===== src/rtl/ps2_mouse_pkg.sv =====
// ps2_mouse_pkg: shared types and field layout for the PS/2 mouse receiver.
//   byte_state_t  : per-byte receive states (start/data/parity/stop)
//   pkt_state_t   : position within the 3-byte movement packet
//   mouse_word_t  : 25-bit packet word {toggle, Y, X, status}
// Optional feature macro: PS2_MOUSE_PARITY_CHECK_EN (odd parity enforced when defined).
package ps2_mouse_pkg;

    typedef enum logic [1:0] {IDLE, DATA, PARITY, STOP} byte_state_t;
    typedef enum logic [1:0] {B0, B1, B2} pkt_state_t;

    localparam int unsigned BYTE_W   = 8;
    localparam int unsigned WORD_W   = 25;
    localparam int unsigned STAT_LSB = 0;
    localparam int unsigned X_LSB    = 8;
    localparam int unsigned Y_LSB    = 16;
    localparam int unsigned STB_BIT  = 24;
    localparam int unsigned SYNC_BIT = 3;

    typedef struct packed {
        logic              stb;
        logic [BYTE_W-1:0] y;
        logic [BYTE_W-1:0] x;
        logic [BYTE_W-1:0] stat;
    } mouse_word_t;

    // True when data plus parity bit carry an odd number of ones.
    function automatic logic odd_ok(input logic [BYTE_W-1:0] data, input logic par);
        return ^{data, par};
    endfunction

endpackage


===== src/rtl/ps2_rx_byte.sv =====
// ps2_rx_byte: PS/2 device->host byte receiver.
//   Synchronises and glitch-filters ps2_clk/ps2_dat, samples data on filtered
//   falling clock edges and frames start/8 data/parity/stop bits.
// Ports:
//   clk_i, reset_i       system clock, async active-high reset
//   ps2_clk_i, ps2_dat_i raw PS/2 lines (async, idle high)
//   byte_vld_o           one-clk pulse when a frame completes
//   byte_o, byte_err_o   received byte and its error flag (bad stop / bad parity)
//   resync_o             one-clk pulse when the bus has been idle for TIMEOUT clks
// Optional feature macro: PS2_MOUSE_PARITY_CHECK_EN.
module ps2_rx_byte
    import ps2_mouse_pkg::*;
#(
    parameter int unsigned FILTER_LEN = 8,
    parameter int unsigned TIMEOUT    = 100000
) (
    input  logic              clk_i,
    input  logic              reset_i,
    input  logic              ps2_clk_i,
    input  logic              ps2_dat_i,
    output logic              byte_vld_o,
    output logic [BYTE_W-1:0] byte_o,
    output logic              byte_err_o,
    output logic              resync_o
);

    localparam int unsigned FCNT_W = $clog2(FILTER_LEN + 1);
    localparam int unsigned TO_W   = $clog2(TIMEOUT + 1);
    localparam int unsigned BIT_W  = $clog2(BYTE_W);

    // Index 0 carries ps2_clk, index 1 carries ps2_dat.
    logic [1:0]             meta_q;
    logic [1:0]             sync_q;
    logic [1:0]             filt_q;
    logic [1:0][FCNT_W-1:0] fcnt_q;
    logic [1:0]             accept;

    logic                   clk_edge;
    logic                   clk_fall;
    logic                   dat_s;

    logic [TO_W-1:0]        to_cnt_q;
    logic                   to_hit;
    logic                   resync_q;

    byte_state_t            state_q;
    logic [BIT_W-1:0]       bit_cnt_q;
    logic [BYTE_W-1:0]      shift_q;
    logic                   byte_vld_q;
    logic [BYTE_W-1:0]      byte_q;
    logic                   byte_err_q;
`ifdef PS2_MOUSE_PARITY_CHECK_EN
    logic                   par_q;
`endif

    // A new level is accepted once it has differed from the filtered level for FILTER_LEN clks.
    always_comb begin
        accept = '0;
        for (int i = 0; i < 2; i++) begin
            accept[i] = (sync_q[i] != filt_q[i]) && (fcnt_q[i] == FCNT_W'(FILTER_LEN - 1));
        end
    end

    assign clk_edge = accept[0];
    assign clk_fall = accept[0] & filt_q[0];
    assign dat_s    = filt_q[1];

    // Synchroniser and stability filter.
    always_ff @(posedge clk_i or posedge reset_i) begin
        if (reset_i) begin
            meta_q <= '1;
            sync_q <= '1;
            filt_q <= '1;
            fcnt_q <= '0;
        end else begin
            meta_q <= {ps2_dat_i, ps2_clk_i};
            sync_q <= meta_q;
            for (int i = 0; i < 2; i++) begin
                if (accept[i]) begin
                    filt_q[i] <= sync_q[i];
                    fcnt_q[i] <= '0;
                end else if (sync_q[i] != filt_q[i]) begin
                    fcnt_q[i] <= fcnt_q[i] + FCNT_W'(1);
                end else begin
                    fcnt_q[i] <= '0;
                end
            end
        end
    end

    // Idle timeout reaches its limit this clk; a coincident clock edge takes priority.
    assign to_hit = !clk_edge && (to_cnt_q == TO_W'(TIMEOUT - 1));

    // Saturating idle counter, cleared by any filtered clock edge.
    always_ff @(posedge clk_i or posedge reset_i) begin
        if (reset_i) begin
            to_cnt_q <= '0;
            resync_q <= 1'b0;
        end else begin
            resync_q <= to_hit;
            if (clk_edge) begin
                to_cnt_q <= '0;
            end else if (to_cnt_q != TO_W'(TIMEOUT)) begin
                to_cnt_q <= to_cnt_q + TO_W'(1);
            end
        end
    end

    // Byte framing FSM, advanced on filtered falling clock edges.
    always_ff @(posedge clk_i or posedge reset_i) begin
        if (reset_i) begin
            state_q    <= IDLE;
            bit_cnt_q  <= '0;
            shift_q    <= '0;
            byte_vld_q <= 1'b0;
            byte_q     <= '0;
            byte_err_q <= 1'b0;
`ifdef PS2_MOUSE_PARITY_CHECK_EN
            par_q      <= 1'b0;
`endif
        end else begin
            byte_vld_q <= 1'b0;
            if (clk_fall) begin
                case (state_q)
                    IDLE: begin
                        // A high sample here is not a start bit and is dropped.
                        if (!dat_s) begin
                            state_q   <= DATA;
                            bit_cnt_q <= '0;
                        end
                    end
                    DATA: begin
                        shift_q   <= {dat_s, shift_q[BYTE_W-1:1]};
                        bit_cnt_q <= bit_cnt_q + BIT_W'(1);
                        if (bit_cnt_q == BIT_W'(BYTE_W - 1)) begin
                            state_q <= PARITY;
                        end
                    end
                    PARITY: begin
`ifdef PS2_MOUSE_PARITY_CHECK_EN
                        par_q <= dat_s;
`endif
                        state_q <= STOP;
                    end
                    STOP: begin
                        byte_vld_q <= 1'b1;
                        byte_q     <= shift_q;
`ifdef PS2_MOUSE_PARITY_CHECK_EN
                        byte_err_q <= !dat_s || !odd_ok(shift_q, par_q);
`else
                        byte_err_q <= !dat_s;
`endif
                        state_q    <= IDLE;
                    end
                    default: state_q <= IDLE;
                endcase
            end else if (to_hit) begin
                state_q <= IDLE;
            end
        end
    end

    assign byte_vld_o = byte_vld_q;
    assign byte_o     = byte_q;
    assign byte_err_o = byte_err_q;
    assign resync_o   = resync_q;

endmodule


===== src/rtl/ps2_mouse_rx.sv =====
// ps2_mouse_rx: assembles 3-byte PS/2 mouse movement packets into the 25-bit
//   ps2_mouse word {toggle, Y[7:0], X[7:0], status[7:0]}.
// Ports:
//   clk, reset               system clock, async active-high reset
//   ps2_clk_in, ps2_dat_in   raw PS/2 lines from the mouse (idle high)
//   ps2_mouse                packet word; bit 24 toggles once per completed packet
//   frame_err                one-clk pulse on a discarded byte or packet
// Optional feature macro: PS2_MOUSE_PARITY_CHECK_EN (odd parity enforced when defined).
module ps2_mouse_rx
    import ps2_mouse_pkg::*;
#(
    parameter int unsigned FILTER_LEN = 8,
    parameter int unsigned TIMEOUT    = 100000
) (
    input  logic              clk,
    input  logic              reset,
    input  logic              ps2_clk_in,
    input  logic              ps2_dat_in,
    output logic [WORD_W-1:0] ps2_mouse,
    output logic              frame_err
);

    logic              byte_vld;
    logic [BYTE_W-1:0] rx_byte;
    logic              byte_err;
    logic              resync;

    pkt_state_t        pkt_q;
    logic [BYTE_W-1:0] stat_q;
    logic [BYTE_W-1:0] x_q;
    mouse_word_t       mouse_q;
    logic              frame_err_q;

    ps2_rx_byte #(
        .FILTER_LEN (FILTER_LEN),
        .TIMEOUT    (TIMEOUT)
    ) u_rx_byte (
        .clk_i      (clk),
        .reset_i    (reset),
        .ps2_clk_i  (ps2_clk_in),
        .ps2_dat_i  (ps2_dat_in),
        .byte_vld_o (byte_vld),
        .byte_o     (rx_byte),
        .byte_err_o (byte_err),
        .resync_o   (resync)
    );

    // Packet FSM: bytes go to shadow registers; the output word changes only on the third byte.
    always_ff @(posedge clk or posedge reset) begin
        if (reset) begin
            pkt_q       <= B0;
            stat_q      <= '0;
            x_q         <= '0;
            mouse_q     <= '0;
            frame_err_q <= 1'b0;
        end else begin
            frame_err_q <= 1'b0;
            if (byte_vld) begin
                if (byte_err) begin
                    frame_err_q <= 1'b1;
                    pkt_q       <= B0;
                end else begin
                    case (pkt_q)
                        B0: begin
                            // Status bytes always have bit 3 set; anything else means we are out of sync.
                            if (rx_byte[SYNC_BIT]) begin
                                stat_q <= rx_byte;
                                pkt_q  <= B1;
                            end else begin
                                frame_err_q <= 1'b1;
                            end
                        end
                        B1: begin
                            x_q   <= rx_byte;
                            pkt_q <= B2;
                        end
                        B2: begin
                            mouse_q <= '{stb: ~mouse_q.stb, y: rx_byte, x: x_q, stat: stat_q};
                            pkt_q   <= B0;
                        end
                        default: pkt_q <= B0;
                    endcase
                end
            end else if (resync) begin
                pkt_q <= B0;
            end
        end
    end

    assign ps2_mouse[STAT_LSB +: BYTE_W] = mouse_q.stat;
    assign ps2_mouse[X_LSB +: BYTE_W]    = mouse_q.x;
    assign ps2_mouse[Y_LSB +: BYTE_W]    = mouse_q.y;
    assign ps2_mouse[STB_BIT]            = mouse_q.stb;
    assign frame_err                     = frame_err_q;

endmodule

===== config.mk =====
export PLATFORM = sky130hd
export DESIGN_NAME = ps2_mouse_rx
export DESIGN_NICKNAME = d
export VERILOG_FILES = /design/src/rtl/ps2_mouse_pkg.sv /design/src/rtl/ps2_rx_byte.sv /design/src/rtl/ps2_mouse_rx.sv
export SDC_FILE = /design/constraint.sdc
export NUM_CORES = 1
export LEC_CHECK = 0
export CORE_AREA = 3 3 94 96
export DETAILED_ROUTE_END_ITERATION = 10
export DIE_AREA = 0 0 97 99
export PLACE_DENSITY = 0.73
export SLEW_MARGIN = 20
export SYNTH_ARGS = -nofsm -noshare
export SYNTH_HDL_FRONTEND = slang
export SYNTH_SLANG_ARGS = --single-unit

===== constraint.sdc =====
create_clock -name clk -period 3.18 [get_ports clk]
set_clock_uncertainty 0.15 [all_clocks]
set_input_delay 0.636 -clock clk [delete_from_list [all_inputs] [get_ports clk]]
set_output_delay 0.636 -clock clk [all_outputs]
set_load 0.01 [all_outputs]

==> reports/results.md, run 1 <==
| Item | This run | Unit |
|:---|:---|:---|
| Result of the run | complete, no violations | - |
| Maximum clock frequency | 489 | MHz |
| Ys Warns | 0 | - |
| Wire length of the first global-routing pass | 11.3 | mm |
| Switching power | 0.000662 | W |
| Switching fraction of total power | 0.253 | - |
| Via/cell ratio | 5.18 | - |
| TritonCTS Buffers | 9 | - |
| Largest net degree at the start of global routing | 100 | - |
| Setup Fix Bufs, Post-CTS | 0 | - |
| Slew of the pin with the lowest slew margin | 1.00 | ns |
| DIE WIDTH | 97 | um |
| Row count | 33 | - |
| Headroom to the max-slew limit | 0.324 | - |
| Crit Reg-Reg Startpoint | u_rx_byte.byte_err_o | - |
| Reg-to-reg endpoint | x_q[3] | - |
| Part of the power in registers | 0.557 | - |
| Initial core utilization | 0.510 | - |
| Worst supply voltage drop on vdd | 0.434 | mV |
| Top_reg_cell synth | sky130_fd_sc_hd__dfrtp_1 | - |
| Net count reported at finish | 366 | - |
| Total gr overflow | 0 | - |
| Average instance area after synthesis | 13.2 | um^2 |
| Reg2Reg Depth | 2 | - |
| Signal arrival time at the worst endpoint | 2.13 | ns |
| List of most frequent post-synthesis cells | 93 x sky130_fd_sc_hd__dfrtp_1, 56 x sky130_fd_sc_hd__mux2_2, 29 x sky130_fd_sc_hd__nor2_1 | - |
| CTS Hold Bufs | 0 | - |
| Post-Synthesis Net Count | 329 | - |
| Cell type with the largest total area after synthesis | sky130_fd_sc_hd__dfrtp_1 | - |
| Top-count cell post-synth | sky130_fd_sc_hd__dfrtp_1 | - |
| Leak pwr | 2.34 | nW |
| Wire length after detailed routing | 6.45 | mm |
| Logic gate share of total power | 0.106 | - |
| Setup slack of the most critical reg-to-reg path | 1.13 | ns |
| Total negative setup slack | 0 | ns |
| Antenna violations before repair | 0 | - |
| Post-placement cell area | 4600 | um^2 |
| Die footprint | 9600 | um^2 |
| Count of different cell masters after synthesis | 40 | - |
| Top-level I/O count | 30 | - |
| Final ANT Viol Nets | 0 | - |
| Die H | 99 | um |
| Share of the yosys chip area belonging to registers | 0.599 | - |
| Share of power burned in the clock network | 0.338 | - |
| Final routed wire length divided by cell count | 14.0 | um |
| Count of vias placed by the detailed router | 2390 | - |
| Critical Setup Path Class | reg -> reg | - |
| Number of cells produced by synthesis | 314 | - |
| Root buffer cell | sky130_fd_sc_hd__clkbuf_8 | - |
| Type of element launching the critical path | flip-flop | - |
| Hold Path Depth | 0 | - |
| Sinks on the clock net | 99 | - |
| Routability-driven placement congestion ratio | 0.792 | - |
| Non-Filler Cell Area, Final | 4820 | um^2 |
| Fraction of final layout cells sized beyond drive strength 1 | 0.253 | - |
| Clock insertion delay at the later pin of the skew report | 0.35 | ns |
| Maximum root-to-sink buffer count | 2 | - |
| Iter 0 DRT Violations | 106 | - |
| Number of DRC violations after detailed routing | 0 | - |
| Worst Min Path Start | u_rx_byte.meta_q[1] | - |
| RSZ-0062 raised after global routing | false | - |
| FFs w/ async S/R, synth | 1.00 | - |
| Number of storage elements in the synthesis netlist | 99 | - |
| Synthesis-to-layout area growth | 16.2 | % |
| Post-DP HPWL | 4.47 | mm |
| Worst Path Required | 3.26 | ns |
| Post-cts repair resize count | 0 | - |
| Min Hold Slack | 0.212 | ns |
| Top-area cell type share of the netlist area | 0.561 | - |
| Mapped Area | 4150 | um^2 |
| Cell internal pwr | 0.00196 | W |
| Crit Path Max Fanout | 9 | - |
| Critical path capture point type | flip-flop | - |
| Depth of the CTS H-tree | 3 | - |
| Top post-synthesis cells by area | sky130_fd_sc_hd__dfrtp_1 56%, sky130_fd_sc_hd__mux2_2 15%, sky130_fd_sc_hd__dfstp_2 3.8%, sky130_fd_sc_hd__ha_1 3.3%, sky130_fd_sc_hd__xnor2_1 3.0% | - |
| Number of port buffers | 29 | - |
| Number of max-capacitance violations reported | 0 | - |
| Final count of hold timing violations | 0 | - |
| Tcrit/Tclk final | 0.644 | - |
| CTS tree | built | - |
| Number of setup violations in the final report | 0 | - |
| First drt pass iteration count | 4 | - |
| Area of the core | 8130 | um^2 |
| CTS clk-pin slew, worst paths | 0.09 | ns |
| Fin crit period | 2.05 | ns |
| Number of max-slew violations in the final report | 0 | - |
| Total global-route track usage | 0.144 | - |
| Via count of the first global-routing pass | 2352 | - |
| Final core utilization | 0.593 | - |
| Power Dens Cells | 543 | nW/um^2 |
| Class of the tightest hold or removal check | reg -> reg | - |
| Endpoint, Worst Hold | u_rx_byte.sync_q[1] | - |
| Number of enable-type register cells in the synthesized netlist | 0 | - |
| Antenna cells | 0 | - |
[routing by layer]
metal  up-vias  part of all wire  wire length, um  global-route usage
met5         -                 0                0                   0
li1       1163                 -                -                   -
met2        29              0.48             3080               0.224
met1      1191              0.48             3100               0.200
met4         0             0.013               85              0.0594
met3         7             0.028              179              0.0276
[worst max-delay path, cell delays in order, from the launching register on]
cell                       delay (ns)
sky130_fd_sc_hd__dfrtp_1         0.46
sky130_fd_sc_hd__nor4bb_2        0.91
sky130_fd_sc_hd__mux2_2          0.42
[how the worst max path moves through the flow]
stage / from / endpoint / slack (ns) / cells after the start
after floorplan: reset / frame_err / 1.22 / 1
after global placement: u_rx_byte.byte_err_o / x_q[7] / 1.19 / 2
after detailed placement: u_rx_byte.byte_err_o / x_q[2] / 1.13 / 2
after CTS: ps2_mouse[24] / ps2_mouse[24] / 1.11 / 1
after global routing: u_rx_byte.fcnt_q[0] / u_rx_byte.bit_cnt_q[0] / 0.98 / 6
final: u_rx_byte.byte_err_o / x_q[3] / 1.13 / 2
[logic make-up (layout without fill, tap and decap cells)]
logic type                 count (synthesis)  in the layout  synth area share
and+or+nand+nor                           90             90             0.121
xor gates and xnor gates                  21             21            0.0443
muxes                                     58             58             0.157
adders and majority gates                 11             11            0.0332
buffers and inverters                     18             60            0.0196
DFF                                       99             99             0.599
AOI/OAI and AO/OA                         17             17            0.0268
[stage by stage]
stage | setup slack [ns] | cells | total power, W
floorplan | 1.22 | 314 | 0.00169
global placement | 1.19 | 445 | 0.00175
detailed placement | 1.13 | 445 | 0.00176
CTS | 1.11 | 461 | 0.00265
global route | 0.975 | 461 | 0.00276
finish | 1.13 | 461 | 0.00262
[sequential cells by signal, summed over array words and instances, names as in the netlist]
name and count:
frame_err 1, pkt_q 2, ps2_mouse 25, stat_q 8, u_rx_byte.bit_cnt_q 3, u_rx_byte.byte_err_o 1, u_rx_byte.byte_o 8, u_rx_byte.byte_vld_o 1
u_rx_byte.fcnt_q 8, u_rx_byte.filt_q 2, u_rx_byte.meta_q 2, u_rx_byte.resync_o 1, u_rx_byte.shift_q 8, u_rx_byte.state_q 2, u_rx_byte.sync_q 2, u_rx_byte.to_cnt_q 17
x_q 8
[area by class of cell]
type,count,area [um^2]
Clock buffer,11,141
Multi-Input combinational cell,197,1610
Sequential cell,99,2480
Tap cell,105,131
Timing Repair Buffer,32,325
Inverter,12,48.8
Fill cell,632,3310
Clock inverter,5,85.1
[power by group through the flow]
stage                     Clock, W  Combinational (W)  Sequential (W)
after floorplan                  0           0.000232         0.00146
after global placement           0           0.000271         0.00148
after detailed placement         0           0.000283         0.00148
after CTS                 0.000909           0.000284         0.00146
after global routing      0.000964           0.000322         0.00148
final                     0.000885           0.000277         0.00146
[layout by cell type (no fill, tap or decap), types with 2 or more instances in the layout]
| cell type | Yosys | final |
|---|---|---|
| sky130_fd_sc_hd__a21oi_1 | 3 | 3 |
| sky130_fd_sc_hd__a22o_1 | 4 | 4 |
| sky130_fd_sc_hd__and3_1 | 6 | 6 |
| sky130_fd_sc_hd__buf_4 | 0 | 2 |
| sky130_fd_sc_hd__bufinv_16 | 0 | 2 |
| sky130_fd_sc_hd__clkbuf_8 | 0 | 10 |
| sky130_fd_sc_hd__clkdlybuf4s50_1 | 0 | 29 |
| sky130_fd_sc_hd__clkinvlp_4 | 0 | 2 |
| sky130_fd_sc_hd__dfrtp_1 | 93 | 93 |
| sky130_fd_sc_hd__dfstp_2 | 6 | 6 |
| sky130_fd_sc_hd__ha_1 | 11 | 11 |
| sky130_fd_sc_hd__inv_1 | 12 | 11 |
| sky130_fd_sc_hd__mux2_2 | 56 | 56 |
| sky130_fd_sc_hd__mux2i_1 | 2 | 2 |
| sky130_fd_sc_hd__nand2_1 | 10 | 10 |
| sky130_fd_sc_hd__nand2_2 | 2 | 2 |
| sky130_fd_sc_hd__nand2b_1 | 5 | 5 |
| sky130_fd_sc_hd__nand3_1 | 11 | 11 |
| sky130_fd_sc_hd__nand4_1 | 4 | 4 |
| sky130_fd_sc_hd__nor2_1 | 29 | 29 |
| sky130_fd_sc_hd__nor3_1 | 4 | 4 |
| sky130_fd_sc_hd__nor4b_1 | 2 | 2 |
| sky130_fd_sc_hd__o21ai_0 | 6 | 6 |
| sky130_fd_sc_hd__or2_2 | 2 | 2 |
| sky130_fd_sc_hd__or3_1 | 2 | 2 |
| sky130_fd_sc_hd__xnor2_1 | 14 | 14 |
| sky130_fd_sc_hd__xor2_1 | 7 | 7 |
(Power assumes the default switching activity.)
==> inputs of run 2 (changes only) <==
--- a/config.mk
+++ b/config.mk
@@ -5,10 +5,10 @@
 export SDC_FILE = /design/constraint.sdc
 export NUM_CORES = 1
 export LEC_CHECK = 0
-export CORE_AREA = 3 3 94 96
+export CORE_AREA = 3 3 90 92
 export DETAILED_ROUTE_END_ITERATION = 10
-export DIE_AREA = 0 0 97 99
-export PLACE_DENSITY = 0.73
+export DIE_AREA = 0 0 93 95
+export PLACE_DENSITY = 0.76
 export SLEW_MARGIN = 20
 export SYNTH_ARGS = -nofsm -noshare
 export SYNTH_HDL_FRONTEND = slang
==> constraint.sdc (replaced) <==
create_clock -name clk -period 1.9 [get_ports clk]
set_clock_uncertainty 0.15 [all_clocks]
set_input_delay 0.38 -clock clk [delete_from_list [all_inputs] [get_ports clk]]
set_output_delay 0.38 -clock clk [all_outputs]
set_load 0.01 [all_outputs]
==> run 2 against run 1 <==
Register-to-register slack worse by 1.0 ns. Via count up 2.9%. Combinational power up 84%. Cell count unchanged. Wire length up 0.57%. Total power up 66%. Non-clock buffer count up 6. First-iteration DRC count down 14%. Highest routed layer unchanged.
==> reports/results.md, run 2 (synthesized netlist as in run 1, its figures left out) <==
| Item | This run | Unit | vs previous |
|:---|:---|:---|:---|
| Result of the run | complete, no violations | - |  |
| Delay of the slowest critical-path stage | 0.55 | ns | -0.36 ns |
| Crit path buffers/inverters | 1 | - | +1 |
| GRT busiest layer | met2 | - |  |
| Crit-path slowest cell | sky130_fd_sc_hd__clkdlybuf4s50_1 | - |  |
| Die footprint | 8840 | um^2 | -8.0% |
| Number of max-slew violations in the final report | 0 | - | unchanged |
| Reg2Reg Depth | 5 | - | +3 |
| Largest net degree at the start of global routing | 62 | - | -38% |
| Critical Setup Path Class | reg -> out | - |  |
| Sinks on the clock net | 99 | - | unchanged |
| Count of vias placed by the detailed router | 2459 | - | +2.9% |
| Clock insertion delay at the later pin of the skew report | 0.36 | ns | about the same |
| Endpoint, Worst Hold | u_rx_byte.sync_q[0] | - |  |
| First drt pass iteration count | 4 | - | unchanged |
| Post-DP HPWL | 4.54 | mm | +1.4% |
| Root buffer cell | sky130_fd_sc_hd__clkbuf_8 | - |  |
| Headroom to the max-slew limit | 0.701 | - | +0.377 |
| Maximum clock frequency | 551 | MHz |  |
| Wire length of the first global-routing pass | 11.4 | mm | +0.67% |
| Die H | 95 | um | -4.0% |
| Worst supply voltage drop on vdd | 0.655 | mV | +51% |
| Fin crit period | 1.81 | ns |  |
| Leading cell type in the layout, fill and taps excluded | sky130_fd_sc_hd__dfrtp_1 | - |  |
| Hold Path Depth | 0 | - | unchanged |
| Min Hold Slack | 0.211 | ns | -0.000586 ns |
| Number of max-capacitance violations reported | 0 | - | unchanged |
| Delay-heaviest family, CP | buffers and inverters | - |  |
| Max FFs per register | 25 | - | unchanged |
| Net count reported at finish | 372 | - | +1.6% |
| Setup Fix Bufs, Post-CTS | 0 | - | unchanged |
| Crit Path Max Fanout | 2 | - | -7 |
| Worst Path Required | 1.37 | ns | -1.89 ns |
| Crit-path cells | clkdlybuf4s50_1 | - |  |
| Crit Reg-Reg Startpoint | u_rx_byte.fcnt_q[0] | - |  |
| Routing usage on met1 | 0.204 | - | +0.00315 |
| Class of the tightest hold or removal check | reg -> reg | - |  |
| CTS tree | built | - |  |
| Tcrit/Tclk final | 0.955 | - |  |
| Design Power | 0.00435 | W | +66% |
| Met2 track demand over resource in global routing | 0.284 | - | +0.0598 |
| Number of DRC violations after detailed routing | 0 | - | unchanged |
| Signal arrival time at the worst endpoint | 1.28 | ns | -0.85 ns |
| Critical path capture point type | primary output | - |  |
| Commonest cells after routing, fill and taps aside | 93 x sky130_fd_sc_hd__dfrtp_1, 56 x sky130_fd_sc_hd__mux2_2, 29 x sky130_fd_sc_hd__clkdlybuf4s50_1 | - |  |
| DIE WIDTH | 93 | um | -4.1% |
| Maximum root-to-sink buffer count | 2 | - | unchanged |
| Via/cell ratio | 5.33 | - | +2.9% |
| Type of element launching the critical path | flip-flop | - |  |
| Power Dens Cells | 888 | nW/um^2 | +64% |
| Initial core utilization | 0.569 | - | +0.0589 |
| RSZ-0062 raised after global routing | true | - |  |
| Worst Min Path Start | u_rx_byte.meta_q[0] | - |  |
| Final count of hold timing violations | 0 | - | unchanged |
| Setup slack of the most critical reg-to-reg path | 0.09 | ns | -1.05 ns |
| Top-level I/O count | 30 | - | unchanged |
| Total gr overflow | 0 | - | unchanged |
| Number of setup violations in the final report | 0 | - | unchanged |
| Slew of the pin with the lowest slew margin | 0.449 | ns | -0.551 ns |
| Synthesis-to-layout area growth | 17.8 | % |  |
| Depth of the CTS H-tree | 3 | - | unchanged |
| Area of the core | 7290 | um^2 | -10% |
| CTS clk-pin slew, worst paths | 0.11 | ns | +0.02 ns |
| Routability-driven placement congestion ratio | 0.803 | - | +1.3% |
| Row count | 31 | - | -6.1% |
| Antenna cells | 0 | - | unchanged |
| Antenna violations before repair | 0 | - | unchanged |
| Number of fill cells | 563 | - | -11% |
| Total global-route track usage | 0.167 | - | +0.0226 |
| Fraction of final layout cells sized beyond drive strength 1 | 0.282 | - | +0.0290 |
| Wire length after detailed routing | 6.48 | mm | +0.57% |
| Via count of the first global-routing pass | 2483 | - | +5.6% |
| Number of port buffers | 29 | - | unchanged |
| Final core utilization | 0.671 | - | +0.0779 |
| Reg-to-reg endpoint | u_rx_byte.byte_o[5] | - |  |
| TritonCTS Buffers | 9 | - | unchanged |
| Final ANT Viol Nets | 0 | - | unchanged |
| Routing usage on met3 | 0.0390 | - | +0.0114 |
| Final routed wire length divided by cell count | 14.1 | um | +0.57% |
| Iter 0 DRT Violations | 91 | - | -14% |
| Leak pwr | 2.40 | nW | +2.5% |
run 2: cell count changes in the layout (fill, tap and decap cells not counted), moves of 2 or more:
| cell | delta |
|---|---|
| sky130_fd_sc_hd__buf_4 | +4 |
| sky130_fd_sc_hd__ha_1 | -3 |
| sky130_fd_sc_hd__ha_2 | +3 |
| sky130_fd_sc_hd__nand2_2 | -2 |
| sky130_fd_sc_hd__nand2_4 | +2 |
| sky130_fd_sc_hd__o21ai_0 | -2 |
| sky130_fd_sc_hd__o21ai_1 | +2 |
run 2: how the worst max path moves through the flow:
stage          depth (start not counted)                     to                  start  slack (ns)
2_1_floorplan                          6    u_rx_byte.byte_o[0]    u_rx_byte.fcnt_q[0]        0.11
3_3_place_gp                           7   u_rx_byte.state_q[0]   u_rx_byte.state_q[0]        0.08
3_5_place_dp                           7   u_rx_byte.state_q[0]   u_rx_byte.state_q[0]        0.06
4_1_cts                                7   u_rx_byte.state_q[0]   u_rx_byte.state_q[0]        0.02
5_1_grt                                7  u_rx_byte.to_cnt_q[1]  u_rx_byte.to_cnt_q[0]       -0.04
6_report                               1          ps2_mouse[13]          ps2_mouse[13]        0.09
run 2: repair_timing:
item | CTS | global route
endpoints found under the hold margin | 0 | 0
setup endpoints to repair | 0 | 23
hold buffers | 0 | 0
resized for setup | 0 | 10
run 2: area by class of cell:
cell class                      instances  area [um^2]  share of cell area
Sequential cell                        99         2480               0.508
Multi-Input combinational cell        197         1630               0.334
Timing Repair Buffer                   38          387              0.0790
Clock buffer                            9          124              0.0253
Tap cell                               99          124              0.0253
Clock inverter                          7         92.6              0.0189
Inverter                               12         48.8             0.00997
run 2: stage by stage:
step / area, um^2 / setup WS (ns) / cells / setup TNS [ns]
6_report: 4890 / 0.0851 / 461 / 0
3_5_place_dp: 4650 / 0.0632 / 445 / 0
2_1_floorplan: 4160 / 0.111 / 314 / 0
4_1_cts: 4860 / 0.0242 / 461 / 0
5_1_grt: 4890 / -0.0416 / 461 / -0.135
3_3_place_gp: 4650 / 0.0816 / 445 / 0
run 2: power by group:
part,internal (W),switching [W]
Clock,0.000642,0.000765
Sequential,0.00227,0.000161
Combinational,0.000243,0.000266
Total,0.00315,0.00119
run 2: per-layer routing:
metal,wire length (um),vias to the layer above,share of wire
met3,208,7,0.032
li1,-,1177,-
met2,3270,34,0.50
met5,0,-,0
met4,110,0,0.017
met1,2900,1241,0.45
